**src/rtl/vga_write_arbiter.sv**
```systemverilog
// Three-way round-robin arbiter feeding a registered VGA adapter write port.
// Writes are only granted during a short window at the end of each frame-limiter period.
module vga_write_arbiter #(
    parameter int unsigned FRAME_PERIOD = 1700000,
    parameter int unsigned WINDOW       = 1200
) (
    input  logic        clock,
    input  logic        reset,
    input  logic [2:0]  req_valid,
    input  logic [23:0] req_x,
    input  logic [20:0] req_y,
    input  logic [53:0] req_colour,
    output logic [2:0]  req_ready,
    output logic [7:0]  vga_x,
    output logic [6:0]  vga_y,
    output logic [17:0] vga_colour,
    output logic        vga_write,
    output logic        window_open,
    output logic        frame_tick
);
    localparam logic [20:0] Reload = 21'(FRAME_PERIOD - 1);

    logic [20:0] limiter_q, limiter_d;
    logic [1:0]  ptr_q, ptr_d;
    logic [7:0]  vga_x_q;
    logic [6:0]  vga_y_q;
    logic [17:0] vga_colour_q;
    logic        vga_write_q;

    logic        gnt_vld;
    logic [1:0]  gnt_idx;
    logic [1:0]  cand1, cand2;
    logic [7:0]  sel_x;
    logic [6:0]  sel_y;
    logic [17:0] sel_colour;

    function automatic logic [1:0] inc3(input logic [1:0] v);
        return (v == 2'd2) ? 2'd0 : v + 2'd1;
    endfunction

    // Compare at 32 bits so WINDOW may equal the full counter range.
    assign window_open = ({11'd0, limiter_q} < WINDOW);
    assign frame_tick  = (limiter_q == 21'd0);

    assign cand1 = inc3(ptr_q);
    assign cand2 = inc3(cand1);

    always_comb begin
        gnt_vld = 1'b0;
        gnt_idx = ptr_q;
        if (req_valid[ptr_q]) begin
            gnt_vld = 1'b1;
            gnt_idx = ptr_q;
        end else if (req_valid[cand1]) begin
            gnt_vld = 1'b1;
            gnt_idx = cand1;
        end else if (req_valid[cand2]) begin
            gnt_vld = 1'b1;
            gnt_idx = cand2;
        end
        // Reset suppresses any grant so a requester never loses a pixel to it.
        if (reset || !window_open) begin
            gnt_vld = 1'b0;
        end
    end

    assign req_ready = gnt_vld ? (3'b001 << gnt_idx) : 3'b000;

    always_comb begin
        sel_x      = req_x[7:0];
        sel_y      = req_y[6:0];
        sel_colour = req_colour[17:0];
        case (gnt_idx)
            2'd1: begin
                sel_x      = req_x[15:8];
                sel_y      = req_y[13:7];
                sel_colour = req_colour[35:18];
            end
            2'd2: begin
                sel_x      = req_x[23:16];
                sel_y      = req_y[20:14];
                sel_colour = req_colour[53:36];
            end
            default: ;
        endcase
    end

    always_comb begin
        limiter_d = (limiter_q == 21'd0) ? Reload : limiter_q - 21'd1;
        ptr_d     = gnt_vld ? inc3(gnt_idx) : ptr_q;
    end

    always_ff @(posedge clock) begin
        if (reset) begin
            limiter_q    <= Reload;
            ptr_q        <= 2'd0;
            vga_write_q  <= 1'b0;
            vga_x_q      <= 8'd0;
            vga_y_q      <= 7'd0;
            vga_colour_q <= 18'd0;
        end else begin
            limiter_q    <= limiter_d;
            ptr_q        <= ptr_d;
            vga_write_q  <= gnt_vld;
            vga_x_q      <= gnt_vld ? sel_x : 8'd0;
            vga_y_q      <= gnt_vld ? sel_y : 7'd0;
            vga_colour_q <= gnt_vld ? sel_colour : 18'd0;
        end
    end

    assign vga_write  = vga_write_q;
    assign vga_x      = vga_x_q;
    assign vga_y      = vga_y_q;
    assign vga_colour = vga_colour_q;

endmodule

```
**config.mk**
```make
export PLATFORM = sky130hd
export DESIGN_NAME = vga_write_arbiter
export DESIGN_NICKNAME = d
export VERILOG_FILES = /design/src/rtl/vga_write_arbiter.sv
export SDC_FILE = /design/constraint.sdc
export NUM_CORES = 1
export LEC_CHECK = 0
export ABC_AREA = 1
export BUFFER_PORTS_ARGS = -buffer_cell sky130_fd_sc_hd__buf_4
export CAP_MARGIN = 20
export CORE_ASPECT_RATIO = 0.7
export CORE_MARGIN = 4
export CORE_UTILIZATION = 45
export DETAILED_ROUTE_END_ITERATION = 12
export PLACE_DENSITY = 0.85
export SYNTH_ARGS = -nofsm -noshare
export SYNTH_HDL_FRONTEND = slang
export SYNTH_SLANG_ARGS = --single-unit
```
**constraint.sdc**
```tcl
create_clock -name clock -period 2.84 [get_ports clock]
set_input_delay 0.284 -clock clock [delete_from_list [all_inputs] [get_ports clock]]
set_output_delay 0.284 -clock clock [all_outputs]
set_load 0.05 [all_outputs]
```
==> results of run 1 <==
[logic make-up after synthesis]
family	share of synthesized area, %
AOI/OAI and AO/OA	13.4
muxes	10.9
xor gates and xnor gates	1.45
DFF	37.7
adders and majority gates	2.89
buffers and inverters	7.44
and+or+nand+nor	26.2
[worst reg2reg max path, cell delays in order (launching register included)]
cell and delay (ps):
dfxtp_1 460, nor2_1 90, nand2_1 100, nand3_2 90, o21ai_0 170, nand2_1 70
nand2_1 90, inv_1 100, ha_2 360, buf_12 250, mux2i_1 340, nor2_4 60
[layout make-up]
class	instances	share of cell area, %
Inverter	31	2.67
Clock buffer	13	3.65
Timing Repair Buffer	147	25.9
Sequential cell	57	26.2
Clock inverter	3	0.345
Tap cell	91	2.62
Multi-Input combinational cell	258	38.6
[timing repair]
action / CTS / global route
gates resized for setup: 0 / 3
endpoints found under the hold margin: 0 / 0
setup endpoints to repair: 0 / 2
buffers inserted: 0 / 0
[routing by layer]
metal | part of all wire (%) | wire, microns
met4 | 2.6 | 233
met3 | 5.6 | 502
met5 | 0 | 0
met1 | 42 | 3740
met2 | 50 | 4440
[registers in the layout, summed over array words and instances (netlist names)]
| register | flops |
|---|---|
| limiter_q | 21 |
| ptr_q | 2 |
| vga_colour | 18 |
| vga_write | 1 |
| vga_x | 8 |
| vga_y | 7 |
[power groups by stage]
stage / clock [uW] / sequential (uW) / combinational, uW
finish: 674 / 806 / 277
floorplan: 0 / 823 / 135
detailed placement: 0 / 824 / 274
CTS: 692 / 806 / 276
global placement: 0 / 824 / 269
global route: 734 / 806 / 300
[final timing paths]
| kind | start | to | slack [ps] | depth (start not counted) |
|---|---|---|---|---|
| setup / recovery | ptr_q[0] | req_ready[2] | 350 | 8 |
| hold / removal | req_colour[12] | vga_colour[12] | 200 | 3 |
| hold reg to reg | limiter_q[0] | limiter_q[0] | 420 | 1 |
| setup reg to reg | ptr_q[0] | vga_x[0] | 540 | 11 |
[through the flow]
| step | hold slack, ps | util (%) |
|---|---|---|
| 6_report | 204 | 68.4 |
| 4_1_cts | 190 | 68.1 |
| 3_3_place_gp | 404 | 65.4 |
| 2_1_floorplan | 391 | - |
| 3_5_place_dp | 406 | 65.4 |
| 5_1_grt | 198 | 68.4 |
[cells in the final DEF (no fill, tap or decap), types with 3 or more instances in the layout]
cell and count:
dfxtp_1 57, inv_1 25, o21ai_0 11, ha_1 4, nor2_4 11, nor3_1 5, nand3_1 15, nand4_1 5
xor2_1 4, nor2_1 50, nand2_1 50, mux2i_1 33, a21oi_1 6, nand3_2 3, nand2_2 3, inv_2 6
buf_4 145, clkbuf_8 11, a22o_1 33, clkinv_2 3, nor2_2 15
==> key figures, run 1 <==
Route
  – Pre-Repair DR Iteration Count: 4
  – DRT antenna net count: 0
  – Via count: 2966
  – Number of remaining DRC errors: 0
  – Vias/cell: 4.94
  – DR iter-0 viols: 162
  – Routed len/inst: 14.9 microns
  – Routed wire length: 8920 microns

Layout
  – Post-route cell area: 4350 sq um
  – Area Growth Syn to Fin: 43.8%
  – # nets final: 615
  – FF+latch area: 1140 sq um
  – Filler cells: 538
  – N_diodes: 0
  – Post-route insts no fill: 600
  – Layout cells sized above 1: 40.3%
  – Area of the multi-input gates: 1680 sq um

Clocking
  – CTS tree: done
  – Clock root cell: clkbuf_8
  – CTS H-tree depth: 3
  – CTS sink cnt: 57
  – CTS Hold Bufs: 0
  – Num CTS Buffers: 9
  – Worst-Skew Late Latency: 330 ps
  – CTS clk-pin slew, worst paths: 60 ps
  – Deepest clock path buffer count: 2

Critical path
  – Critical Path Most Common Cell: nor2_2
  – CP cell instances: nand2_1, nor2_2, a21oi_4, a21oi_1, ha_2, inv_1, nor2_2, buf_4
  – CP max-delay cell: dfxtp_1
  – Crit start category: flop
  – Crit path DAT: 2210 ps
  – Crit path capture type: output pin
  – Crit path kind: flop to output pin
  – Worst path max stage delay: 460 ps
  – CP top delay family: flip-flops
  – Worst path bufs/invs: 2
  – CP Max Fanout: 8
  – Worst path required time: 2560 ps

Pwr
  – Power share of the sequential group: 45.9%
  – Part of the power in the clock network: 38.4%
  – Leak: 0.00202 uW
  – Switching Fraction: 24.4%
  – Worst VDD drop: 0.228 mV
  – Comb power frac: 15.7%
  – Total internal power: 1330 uW
  – Total power: 1760 uW
  – Total power density per cell area: 404 nW/um^2
  – Switch Pwr: 429 uW

Synthesis
  – Synth Area per Inst: 8.31 sq um
  – Top cells by area, synth: dfxtp_1 (38%), mux2i_1 (11%), a22o_1 (9.5%)
  – Unique masters post-synth: 30
  – Post-synth EDFFs: 0
  – Register area share after synthesis: 37.7%
  – Top cells by count, synth: dfxtp_1 (57), nand2_1 (50), nor2_1 (50)
  – Ys flop type: dfxtp_1
  – Synth area leader: dfxtp_1
  – Top-count cell post-synth: dfxtp_1
  – Synth top area share: 37.7%
  – Mapped Area: 3030 sq um
  – Total number of yosys warnings: 0
  – Async set-or-reset flop fraction in the synthesized netlist: 0%
  – Post-Synthesis Net Count: 475
  – Mapped Cells: 364
  – Flops & latches, synth: 57

Flow run
  – Max-cap viol count: 0

GRT
  – First-pass GRT wire length: 14400 microns
  – Total congestion overflow: 0
  – GR peak layer: met2
  – Number of global-route vias before repair: 3002
  – M3 GR Usage: 6.18%
  – GRT met2 Usage: 37.3%
  – M1 GR Usage: 26.1%
  – Antenna violations before repair: 0
  – Pin count of the biggest net entering global routing: 34
  – Gr usage total: 22.0%

Placed design
  – GPL Wtd Cong: 0.907
  – Number of port buffers: 142
  – Placed cell areas: 4160 sq um
  – Place WS: 380 ps
  – Placed Instances: 584
  – DPL Wire Length: 6970 microns

Status
  – Status: finished clean

STA
  – Final Hold Fails: 0
  – Final setup fails: 0
  – Fin crit share: 87.7%
  – Fin Clk Skew: 5.22 ps
  – RSZ-0062 raised after global routing: false
  – Rel. slew slack: 64.9%
  – Final max-slew violation count: 0
  – Max Freq: 402 MHz
  – Pin slew with the least headroom to its limit: 526 ps
  – Tmin final: 2490 ps
  – Final setup margin: 349 ps
  – Setup TNS: 0 ps

Floorplan
  – Core ar.: 6370 sq um
  – Die Wd: 106 microns
  – Die area: 8120 sq um
  – Rows: 24
  – Starting density of the core: 47.5%
  – Die Y: 76.6 microns
  – IO Pins: 143

Worst hold path
  – Min-Delay Path Class: input port to flop
No activity file was read; power rests on OpenSTA's default activity.
==> run 2, diff against run 1 <==
CORE_ASPECT_RATIO = 1.2   (was 0.7)
==> run 2 against run 1 <==
- cell area about the same
- clock power increased by 3%
- flip-flop and latch count unchanged
- combinational power about the same
- first-iteration DRC count increased by 3.1%
- sequential share of layout area about the same
- hold slack got worse by 4.0 ps
- global-route usage decreased by 0.35 points
- fmax decreased by 5.0%
- clock-buffer cell count unchanged
- critical path type unchanged
- largest power group unchanged
==> key figures, run 2 (synthesis gave the netlist of run 1 again) <==
Critical path
  – Crit start category: flop (unchanged)
  – Worst path required time: 2560 ps (about the same)
  – Crit path capture type: output pin (unchanged)
  – Crit path DAT: 2340 ps (was 2210 ps)
  – CP Max Fanout: 34 (was 8)
  – Crit path kind: flop to output pin (unchanged)

Route
  – DR iter-0 viols: 167 (was 162)
  – Vias/cell: 5.09 (was 4.94)
  – Number of remaining DRC errors: 0 (unchanged)
  – Pre-Repair DR Iteration Count: 5 (was 4)
  – Routed len/inst: 15.1 microns (was 14.9 microns)
  – DRT antenna net count: 0 (unchanged)
  – Via count: 3021 (was 2966)
  – Routed wire length: 8980 microns (was 8920 microns)

STA
  – Setup TNS: 0 ps (unchanged)
  – RSZ-0062 raised after global routing: false (unchanged)
  – Final setup fails: 0 (unchanged)
  – Fin Clk Skew: 5.46 ps (was 5.22 ps)
  – Final Hold Fails: 0 (unchanged)
  – Tmin final: 2620 ps (was 2490 ps)
  – Max Freq: 382 MHz (was 402 MHz)
  – Final max-slew violation count: 0 (unchanged)
  – Fin crit share: 92.3% (was 87.7%)
  – Final hold slack: 200 ps (was 204 ps)
  – Pin slew with the least headroom to its limit: 416 ps (was 526 ps)
  – Rel. slew slack: 72.2% (was 64.9%)

Clocking
  – Deepest clock path buffer count: 2 (unchanged)
  – CTS tree: done (unchanged)
  – CTS H-tree depth: 3 (unchanged)
  – Worst-Skew Late Latency: 330 ps (about the same)
  – CTS clk-pin slew, worst paths: 60 ps (about the same)
  – Clock root cell: clkbuf_8 (unchanged)
  – CTS Hold Bufs: 0 (unchanged)
  – Num CTS Buffers: 9 (unchanged)
  – CTS sink cnt: 57 (unchanged)
  – Setup bufs post-CTS: 0 (unchanged)

Floorplan
  – Rows: 32 (was 24)
  – Core ar.: 6490 sq um (was 6370 sq um)
  – IO Pins: 143 (unchanged)
  – Starting density of the core: 46.7% (was 47.5%)
  – Die area: 8110 sq um (was 8120 sq um)
  – Die Wd: 82.9 microns (was 106 microns)
  – Die Y: 97.8 microns (was 76.6 microns)

Pwr
  – Total power density per cell area: 408 nW/um^2 (was 404 nW/um^2)
  – Worst VDD drop: 0.259 mV (was 0.228 mV)
  – Leak: 0.00203 uW (was 0.00202 uW)

Placed design
  – DPL Wire Length: 7190 microns (was 6970 microns)
  – GPL Wtd Cong: 0.928 (was 0.907)
  – Number of port buffers: 142 (unchanged)
  – Placed cell areas: 4160 sq um (unchanged)
  – Placed Instances: 579 (was 584)

Layout
  – FF+latch area: 1140 sq um (about the same)
  – Biggest register: limiter_q (unchanged)
  – Largest register FFs: 21 (unchanged)
  – Post-route cell area: 4350 sq um (about the same)
  – Area of the multi-input gates: 1670 sq um (was 1680 sq um)
  – # nets final: 616 (was 615)
  – Area Growth Syn to Fin: 43.7% (was 43.8%)
  – Post-route insts no fill: 594 (was 600)
  – Filler cells: 547 (was 538)
  – Commonest cells after routing, fill and taps aside: buf_4 (146), dfxtp_1 (56), nor2_1 (50), nand2_1 (50) (was buf_4 (145), dfxtp_1 (57), nor2_1 (50), nand2_1 (50))
  – N_diodes: 0 (unchanged)
  – Most common cell after layout, fill and taps aside: buf_4 (unchanged)
  – Layout cells sized above 1: 40.5% (was 40.3%)

GRT
  – Gr usage total: 21.7% (was 22.0%)
  – Total congestion overflow: 0 (unchanged)
  – Pin count of the biggest net entering global routing: 35 (was 34)
  – Antenna violations before repair: 0 (unchanged)
  – Number of global-route vias before repair: 3113 (was 3002)
  – First-pass GRT wire length: 14300 microns (was 14400 microns)

Worst hold path
  – Min-Delay Path Class: input port to flop (unchanged)

Status
  – Status: finished clean (unchanged)

Flow run
  – Max-cap viol count: 0 (unchanged)
-- run 2: cell type report --
cell class / count / area share, %
Tap cell: 85 / 2.45
Clock inverter: 2 / 0.288
Sequential cell: 57 / 26.3
Inverter: 31 / 2.68
Timing Repair Buffer: 148 / 26.1
Clock buffer: 13 / 3.88
Multi-Input combinational cell: 258 / 38.3
-- run 2: through the flow --
stage	setup slack, ps	utilization, %	total power [uW]
floorplan	391	-	958
global placement	605	64.2	1090
detailed placement	373	64.2	1100
CTS	202	67.0	1780
global route	52.9	67.1	1840
finish	220	67.1	1770
-- run 2: worst max-delay path, stage by stage (launching register included) --
cell and delay (ps):
dfxtp_2 390, inv_2 90, nand2_1 90, nor2_2 60, a21oi_4 160, o21ai_0 140, nand2_1 80, nand2_1 70
inv_1 140, ha_1 220, buf_12 200, inv_1 70, nor2_2 90, buf_4 220
-- run 2: path summary, 6_finish.rpt --
path	depth (start not counted)	startpoint	slack (ps)	to
worst min register to register	1	limiter_q[0]	420	limiter_q[0]
worst max register to register	11	ptr_q[0]	340	vga_x[0]
worst min-delay path	3	req_colour[13]	200	vga_colour[13]
worst max-delay path	13	ptr_q[1]	220	req_ready[1]
-- run 2: what timing repair did --
action	CTS	global route
hold endpoints to repair	0	0
setup endpoints to repair	0	1
resized for setup	0	2
-- run 2: routing by layer --
layer | share of wire (%) | up-vias | GRT usage [%] | wire length, microns
met5 | 0 | - | 0 | 0
met4 | 3.8 | 0 | 10.2 | 340
met3 | 8.0 | 26 | 6.41 | 720
met2 | 50 | 144 | 38.4 | 4490
met1 | 38 | 1358 | 23.6 | 3430
li1 | - | 1493 | - | -
-- run 2: report_power, final --
part,switching [uW],internal (uW)
Sequential,3.10,803
Combinational,114,163
Clock,310,382
Total,426,1350
